--- config.mk ---
export PLATFORM = sky130hd
export DESIGN_NAME = fir_ctrl
export DESIGN_NICKNAME = d
export VERILOG_FILES = /design/src/rtl/fir_pkg.sv /design/src/rtl/fir_cmd_fifo.sv /design/src/rtl/fir_ctrl.sv
export SDC_FILE = /design/constraint.sdc
export NUM_CORES = 1
export LEC_CHECK = 0
export BUFFER_PORTS_ARGS = -buffer_cell sky130_fd_sc_hd__clkbuf_2
export CAP_MARGIN = 20
export CORE_MARGIN = 8
export CORE_UTILIZATION = 50
export DETAILED_ROUTE_END_ITERATION = 12
export PLACE_DENSITY = 0.82
export SYNTH_ARGS = -nofsm -noshare
export SYNTH_HDL_FRONTEND = slang
export SYNTH_SLANG_ARGS = --single-unit
export TNS_END_PERCENT = 30
--- constraint.sdc ---
create_clock -name clk -period 4.78 [get_ports clk]
set_input_delay 0.478 -clock clk [delete_from_list [all_inputs] [get_ports clk]]
set_output_delay 0.478 -clock clk [all_outputs]
set_load 0.02 [all_outputs]
--- src/rtl/fir_pkg.sv ---
// Shared types and limits for the FIR controller: FSM states, job command
// layout and the coefficient/sample count bounds.
package fir_pkg;

    localparam int unsigned WSP_AW_DEF = 5;
    localparam int unsigned PRB_AW_DEF = 13;
    localparam int unsigned DW_DEF     = 16;

    localparam int unsigned MAX_WSP = 32;
    localparam int unsigned MAX_PRB = 8192;
    localparam int unsigned WSP_CW  = 6;
    localparam int unsigned PRB_CW  = 14;

    typedef enum logic [2:0] {
        StIdle,
        StCheck,
        StStart,
        StWaitBusy,
        StRun,
        StDone
    } state_t;

    typedef struct packed {
        logic [WSP_CW-1:0] ile_wsp;
        logic [PRB_CW-1:0] ile_probek;
    } cmd_t;

    function automatic logic cmd_ok(cmd_t c);
        return (c.ile_wsp != '0) && (32'(c.ile_wsp) <= MAX_WSP) &&
               (c.ile_probek != '0) && (32'(c.ile_probek) <= MAX_PRB);
    endfunction

endpackage

--- src/rtl/fir_cmd_fifo.sv ---
// Two-entry command FIFO; a push and a pop in the same cycle are both honoured,
// including when the FIFO is full.
module fir_cmd_fifo #(
    parameter type T = logic
) (
    input  logic clk,
    input  logic rst_n,
    input  logic push,
    input  T     wdata,
    input  logic pop,
    output T     rdata,
    output logic full,
    output logic empty
);

    T           mem [2];
    logic       wr_ptr, rd_ptr;
    logic [1:0] cnt;

    always_ff @(posedge clk or negedge rst_n) begin
        if (!rst_n) begin
            wr_ptr <= 1'b0;
            rd_ptr <= 1'b0;
            cnt    <= 2'd0;
        end else begin
            if (push) wr_ptr <= ~wr_ptr;
            if (pop)  rd_ptr <= ~rd_ptr;
            case ({push, pop})
                2'b10:   cnt <= cnt + 2'd1;
                2'b01:   cnt <= cnt - 2'd1;
                default: ;
            endcase
        end
    end

    // When full, wr_ptr aliases rd_ptr; the popped entry is consumed this cycle.
    always_ff @(posedge clk) begin
        if (push) mem[wr_ptr] <= wdata;
    end

    assign rdata = mem[rd_ptr];
    assign full  = (cnt == 2'd2);
    assign empty = (cnt == 2'd0);

endmodule

--- src/rtl/fir_ctrl.sv ---
// FIR job controller: queues host commands, sequences the FIR engine and
// hands RAM ownership between host (idle) and FIR (any active state).
module fir_ctrl
    import fir_pkg::*;
#(
    parameter int unsigned WSP_AW    = WSP_AW_DEF,
    parameter int unsigned PRB_AW    = PRB_AW_DEF,
    parameter int unsigned DW        = DW_DEF,
    parameter int unsigned START_TMO = 8
) (
    input  logic              clk,
    input  logic              rst_n,
    input  logic              h_cmd_valid,
    output logic              h_cmd_ready,
    input  logic [WSP_CW-1:0] h_ile_wsp,
    input  logic [PRB_CW-1:0] h_ile_probek,
    input  logic              h_wr,
    output logic              h_wr_ready,
    input  logic              h_sel,
    input  logic [PRB_AW-1:0] h_adres,
    input  logic [DW-1:0]     h_data,
    input  logic              h_irq_clr,
    output logic              irq_done,
    output logic              err,
    output logic              busy,
    output logic [15:0]       jobs_done,
    output logic              f_start,
    output logic [WSP_CW-1:0] f_ile_wsp,
    output logic [PRB_CW-1:0] f_ile_probek,
    input  logic              f_pracuje,
    input  logic              f_done,
    input  logic [WSP_AW-1:0] f_adress_fir,
    input  logic [PRB_AW-1:0] f_a_probki_fir,
    output logic              m_wsp_wr,
    output logic [WSP_AW-1:0] m_wsp_adres,
    output logic              m_prb_wr,
    output logic [PRB_AW-1:0] m_prb_adres,
    output logic [DW-1:0]     m_data
);

    localparam int unsigned TW = $clog2(START_TMO + 1);

    state_t        state_q, state_d;
    cmd_t          job_q, fifo_rdata, cmd_in;
    logic          fifo_full, fifo_empty, fifo_push, fifo_pop;
    logic [TW-1:0] tmo_q, tmo_d;
    logic          err_q, err_d;
    logic          irq_q;
    logic [15:0]   jobs_q;
    logic          host_own;

    assign cmd_in      = '{ile_wsp: h_ile_wsp, ile_probek: h_ile_probek};
    assign fifo_pop    = (state_q == StIdle) && !fifo_empty;
    // A full FIFO still accepts when the idle FSM drains an entry this cycle.
    assign h_cmd_ready = !fifo_full || fifo_pop;
    assign fifo_push   = h_cmd_valid && h_cmd_ready;

    fir_cmd_fifo #(
        .T(cmd_t)
    ) u_cmd_fifo (
        .clk  (clk),
        .rst_n(rst_n),
        .push (fifo_push),
        .wdata(cmd_in),
        .pop  (fifo_pop),
        .rdata(fifo_rdata),
        .full (fifo_full),
        .empty(fifo_empty)
    );

    always_comb begin
        state_d = state_q;
        tmo_d   = tmo_q;
        err_d   = 1'b0;
        unique case (state_q)
            StIdle: begin
                if (!fifo_empty) state_d = StCheck;
            end
            StCheck: begin
                if (cmd_ok(job_q)) begin
                    state_d = StStart;
                end else begin
                    state_d = StIdle;
                    err_d   = 1'b1;
                end
            end
            StStart: begin
                state_d = StWaitBusy;
                tmo_d   = TW'(1);
            end
            // tmo_q counts cycles since f_start; err lands START_TMO cycles after it.
            StWaitBusy: begin
                if (f_done) begin
                    state_d = StDone;
                end else if (f_pracuje) begin
                    state_d = StRun;
                end else if (tmo_q == TW'(START_TMO - 1)) begin
                    state_d = StIdle;
                    err_d   = 1'b1;
                end else begin
                    tmo_d = tmo_q + TW'(1);
                end
            end
            StRun: begin
                if (f_done) state_d = StDone;
            end
            StDone: begin
                state_d = StIdle;
            end
            default: state_d = StIdle;
        endcase
    end

    always_ff @(posedge clk or negedge rst_n) begin
        if (!rst_n) begin
            state_q <= StIdle;
            job_q   <= '0;
            tmo_q   <= '0;
            err_q   <= 1'b0;
            irq_q   <= 1'b0;
            jobs_q  <= '0;
        end else begin
            state_q <= state_d;
            tmo_q   <= tmo_d;
            err_q   <= err_d;
            if (fifo_pop) job_q <= fifo_rdata;
            irq_q <= (state_q == StDone) || (irq_q && !h_irq_clr);
            if (state_q == StDone) jobs_q <= jobs_q + 16'd1;
        end
    end

    assign f_start      = (state_q == StStart);
    assign f_ile_wsp    = job_q.ile_wsp;
    assign f_ile_probek = job_q.ile_probek;
    assign busy         = (state_q != StIdle);
    assign irq_done     = irq_q;
    assign err          = err_q;
    assign jobs_done    = jobs_q;

    // Ownership follows the state register directly, so it switches with no lag.
    assign host_own    = (state_q == StIdle);
    assign h_wr_ready  = host_own;
    assign m_wsp_wr    = host_own && h_wr && !h_sel;
    assign m_prb_wr    = host_own && h_wr && h_sel;
    assign m_wsp_adres = host_own ? h_adres[WSP_AW-1:0] : f_adress_fir;
    assign m_prb_adres = host_own ? h_adres : f_a_probki_fir;
    assign m_data      = h_data;

endmodule

==> results of run 1 <==
==> worst paths after layout <==
kind,startpoint,to,slack (ns),cells after the start
max in group asynchronous,rst_n,f_ile_wsp[0]$_DFFE_PN0P_,4.13,2
min in group clk,h_ile_probek[2],u_cmd_fifo.mem[1][2]$_DFFE_PP_,0.31,1
min,rst_n,jobs_done[3]$_DFFE_PN0P_,0.22,2
min reg2reg,jobs_done[15]$_DFFE_PN0P_,jobs_done[15]$_DFFE_PN0P_,0.48,1
max,state_q[0]$_DFFE_PN0P_,m_prb_adres[4],1.78,5
max reg2reg,state_q[0]$_DFFE_PN0P_,u_cmd_fifo.mem[0][15]$_DFFE_PP_,1.95,4
==> worst register-to-register path: cells and delay by family, from the launching register on <==
kind / cells / cell delay, ns
and+or+nand+nor: 4 / 1.94
DFF: 1 / 0.51
==> state kept, by name, summed over array words and instances (netlist names) <==
name / count
err: 1
f_ile_probek: 14
f_ile_wsp: 6
irq_done: 1
jobs_done: 16
state_q: 3
tmo_q: 4
u_cmd_fifo.cnt: 2
u_cmd_fifo.mem: 40
u_cmd_fifo.rd_ptr: 1
u_cmd_fifo.wr_ptr: 1
==> layout make-up <==
class / count / area [um^2] / area share, %
sequential: 89 / 2430 / 52.2
tap: 102 / 128 / 2.74
inverter: 4 / 15.0 / 0.323
clock buffer: 10 / 128 / 2.74
clock inverter: 6 / 48.8 / 1.05
timing repair buffer: 122 / 636 / 13.7
multi-input combinational: 214 / 1270 / 27.3
==> cells by family after synthesis <==
family | count (synthesis)
compound gates | 34
xor+xnor | 21
fa+ha+maj | 3
buf+inv | 33
flops | 89
mux | 21
simple gates | 135
==> placed cells by master (no fill, tap or decap), types with 4 or more instances in the layout <==
cell / count
edfxtp_1: 40
mux2i_1: 21
nor3_1: 4
and3_1: 4
dfrtp_1: 49
nor4_1: 4
clkbuf_8: 9
o21ai_0: 7
inv_1: 4
xor2_1: 5
clkbuf_2: 120
a21oi_1: 22
nand4_1: 5
xnor2_1: 16
nor2_1: 33
nand3_1: 6
nand2_1: 61
==> report_power, final <==
part	switching, mW	leakage, nW	internal, mW	total, mW
clock	0.263	0.0872	0.196	0.460
sequential	0.177	0.976	1.05	1.23
combinational	0.883	1.12	0.485	1.37
==> through the flow <==
step	cell area (um^2)	setup slack, ns	instances	power (mW)
3_5_place_dp	4450	1.95	530	2.61
6_report	4650	1.78	547	3.05
4_1_cts	4620	1.82	546	3.07
3_3_place_gp	4450	2.09	530	2.55
2_1_floorplan	3900	2.16	336	2.23
5_1_grt	4650	1.63	547	3.27
==> routing by layer <==
| metal | vias up | GRT usage [%] | part of all wire, % |
|---|---|---|---|
| li1 | 1353 | - | - |
| met2 | 78 | 26.4 | 52 |
| met5 | - | 0 | 0 |
| met4 | 0 | 5.07 | 1.7 |
| met3 | 18 | 6.07 | 6.3 |
| met1 | 1253 | 16.8 | 40 |
==> metrics, run 1 <==
pwr dens=657 nW/um^2; largest net degree at the start of global routing=50; CTS Buffer Depth=2; crit path launch type=flop; setup tns final=0 ns; CP required=between 4 and 5 ns; DR iter-0 viols=109; HP Class=input pin to asynchronous set/reset pin; Crit Path Class=flop to output pin; Worst-Skew Late Latency=between 0.3 and 0.4 ns; Setup-failing EPs final=0; first drt pass iteration count=4; Post-layout nets=518; CP max-delay cell=or3_1; syn_nets=between 400 and 500; top-area cell type share of the netlist area=about a third; area delta synth->final=19.3%; crit path DAT=around 2.5 ns; fin. max-slew vios=0; area leader, netlist=dfrtp_1; Seq/Total Area, Yosys=slightly above 60%; Filler Cell Count=620; CTS tree=built; n_diodes=0; RSZ-0062 raised after global routing=false; most frequent cell after synthesis=nand2_1; Die Y=about 100 um; global route overflow=0; DRC Markers=0; synth cell count leaders=nand2_1 (61), dfrtp_1 (49), edfxtp_1 (40); Ports=153; Distinct cells, synth=38; synth top area cells=dfrtp_1 (31%), edfxtp_1 (31%), nand2_1 (5.9%); final worst path period need=around 3.0 ns; Die W=104 um; asr flop ratio synth=a little under three fifths; first-pass GRT wire length=~14000 um; WP buf/inv=2; Final period util=between 60% and 70%; status=completed; initial core utilization=~51%; Fin Hold WS=approximately 0.22 ns; Synth Area in Adders=less than 1%; max frequency=0.334 GHz; Hold Buf Count CTS=0; slew of the pin with the lowest slew margin=approximately 0.99 ns; most used cell, CP=nand2_1; Post-synth EDFFs=40; WL final=between 8000 and 9000 um; CP delay by family, top=simple AND/OR/NAND/NOR gates; Most used DFF post-synth=dfrtp_1; Compound-Gate Fraction of Synth Area=under 10%; Post-DP HPWL=6190 um; DR vias/cell=just under 5; crit-path cells=or3_1 > inv_1 > nand2_1 > nand2_1 > clkbuf_2; layout cells sized above 1=roughly a third; GPL Wtd Cong=roughly 0.84; CTS clk-pin slew, worst paths=roughly 0.090 ns; syn avg cell area=around 12 um^2; Layout Skew=0.00855 ns; Final Hold Fails=0; Post-CTS Resized=0; vias in the first global route=roughly 2800; H-tree depth=3; standard-cell row count=32; critical path fanouts, max=22; CTS Sinks=slightly below 90; CTS root buf=clkbuf_8; Worst Setup End Kind=output pin; Port Buffers=120; All-Layer GR Usage=15.3%; largest family of logic cells by synthesized area=simple AND/OR/NAND/NOR gates; Slew headroom=around a third; Max Cap Viol=0; initial antenna violation count=0; post-CTS setup buffer count=0; xor/xnor cell area share of the yosys netlist=4.72%; leakage power=between 2 and 2.5 nW; core area=between 7000 and 8000 um^2; Num CTS Buffers=9; wire length per cell=approximately 15 um; die area=roughly 11000 um^2; post-synthesis mux area share=approximately 5.4%; via count=2702; Max stage delay on crit path=about 0.74 ns; Mapped Area=roughly 3900 um^2; flops & latches, synth=a little under 90; Syn. warnings=0; Routed Antenna Nets=0; final core utilization=roughly three fifths; cells after synthesis=between 300 and 400; simple-gate portion of the synthesized area=about 17%; Max IR drop VDD=slightly above 0.3 mV
No activity file was read; power rests on OpenSTA's default activity.
==> inputs of run 2 (changes only) <==
Settings changed: CORE_UTILIZATION 50 to 49, PLACE_DENSITY 0.82 to 0.8.
Clock period 4.78 ns to 2.9 ns, I/O delays scaled along.
==> metrics, run 2 (synthesis gave the netlist of run 1 again) <==
largest net degree at the start of global routing=42; Layout Skew=around 0.013 ns; overall power=between 5 and 6 mW; Max Cap Viol=0; max frequency=between 0.3 and 0.4 GHz; final worst path period need=roughly 2.6 ns; number of flip-flops in the largest register=40; HP Class=input pin to flop; setup tns final=0 ns; DR iter-0 viols=95; pwr dens=1090 nW/um^2; area delta synth->final=19.9%; standard-cell row count=32; CTS Sinks=89; Ports=roughly 150; CTS tree=built; Worst-Skew Late Latency=around 0.36 ns; layout cells sized above 1=about 34%; Final Hold Fails=0; Final period util=between 90% and 100%; vias in the first global route=a little under 3000; DR vias/cell=between 5 and 6; DRC Markers=0; crit path DAT=around 2.3 ns; first drt pass iteration count=4; CTS clk-pin slew, worst paths=0.09 ns; Die Y=about 110 um; slew of the pin with the lowest slew margin=between 0.7 and 0.8 ns; Post-Place Setup Slack=approximately 0.49 ns; CP required=roughly 2.6 ns; post-route setup slack=approximately 0.28 ns; initial antenna violation count=0; Setup-failing EPs final=0; critical path fanouts, max=22; via count=between 2000 and 3000; Port Buffers=120; GPL Wtd Cong=roughly 0.83; wire length per cell=roughly 16 um; Worst Setup End Kind=output pin; initial core utilization=about half; fin. max-slew vios=0; Routed Antenna Nets=0; All-Layer GR Usage=between 15 and 20%; Num CTS Buffers=9; CTS root buf=clkbuf_8; Met2 Wirelength=roughly 4400 um; Post-DP HPWL=6500 um; Crit Path Class=flop to output pin; CTS Buffer Depth=2; Die W=105 um; crit path launch type=flop; most common cell after layout, fill and taps aside=clkbuf_2; core area=7730 um^2; Fin Hold WS=between 0.1 and 0.15 ns; WL final=roughly 8600 um; global route overflow=0; top sig layer=met4; first-pass GRT wire length=between 10000 and 15000 um; routed length on met1=3440 um; RSZ-0062 raised after global routing=false; Slew headroom=about half; status=completed; leakage power=~2.2 nW; Max IR drop VDD=0.629 mV; met3 wire len=approximately 570 um; Reg with most FFs=u_cmd_fifo.mem; die area=between 10000 and 15000 um^2; Post-layout nets=around 520; H-tree depth=3; leading cell types in the layout, fill and taps excluded=clkbuf_2 (120), nand2_1 (61), dfrtp_1 (49); n_diodes=0
==> run 2: cell type report <==
type,count,area (um^2)
clock buffers,9,124
repair buffers,126,648
inverters,4,18.8
multi-input cells,214,1270
flip-flops and latches,89,2430
fillers,631,3050
clock inverters,7,58.8
well taps,102,128
==> run 2: final timing paths <==
check                                               start                              end  slack [ns]  depth (start not counted)
worst min register to register  jobs_done[15]$_DFFE_PN0P_        jobs_done[15]$_DFFE_PN0P_        0.47                          1
worst max-delay path               state_q[0]$_DFFE_PN0P_                   m_prb_adres[8]        0.28                          5
max in group asynchronous                           rst_n         jobs_done[2]$_DFFE_PN0P_        1.66                          3
worst min-delay path                      h_ile_probek[8]   u_cmd_fifo.mem[0][8]$_DFFE_PP_        0.11                          1
worst max register to register     state_q[0]$_DFFE_PN0P_  u_cmd_fifo.mem[0][15]$_DFFE_PP_        0.56                          5
min in group asynchronous                           rst_n      f_ile_probek[8]$_DFFE_PN0P_        0.47                          2
==> run 2: timing repair <==
action / 4_1_cts / 5_1_grt
setup buffers: 0 / 0
hold endpoints to repair: 23 / 0
setup endpoints to repair: 0 / 19
hold buffers: 1 / 0
gates resized for setup: 0 / 2
==> run 2: power by group <==
| part | switching [mW] | internal, mW |
|---|---|---|
| clock network | 0.457 | 0.329 |
| logic | 1.45 | 0.802 |
| registers | 0.324 | 1.73 |
==> run 2: per-layer routing <==
| layer | up-vias | track usage [%] |
|---|---|---|
| li1 | 1360 | - |
| met1 | 1320 | 16.8 |
| met2 | 91 | 27.4 |
| met3 | 22 | 5.96 |
| met4 | 0 | 5.91 |
| met5 | - | 0 |
==> run 2: critical path, cell delays in order, from the launching register on <==
cell        delay [ns]
dfrtp_1           0.50
or3_2             0.74
clkinvlp_4        0.32
nand2_1           0.12
nand2_1           0.10
clkbuf_2          0.17
==> run 2: per-stage QoR <==
step                utilization, %  std cells  area (um^2)
global placement              57.9        534         4480
global route                  60.5        551         4670
finish                        60.5        551         4670
floorplan                        -        336         3900
detailed placement            57.9        534         4480
CTS                           60.4        551         4670
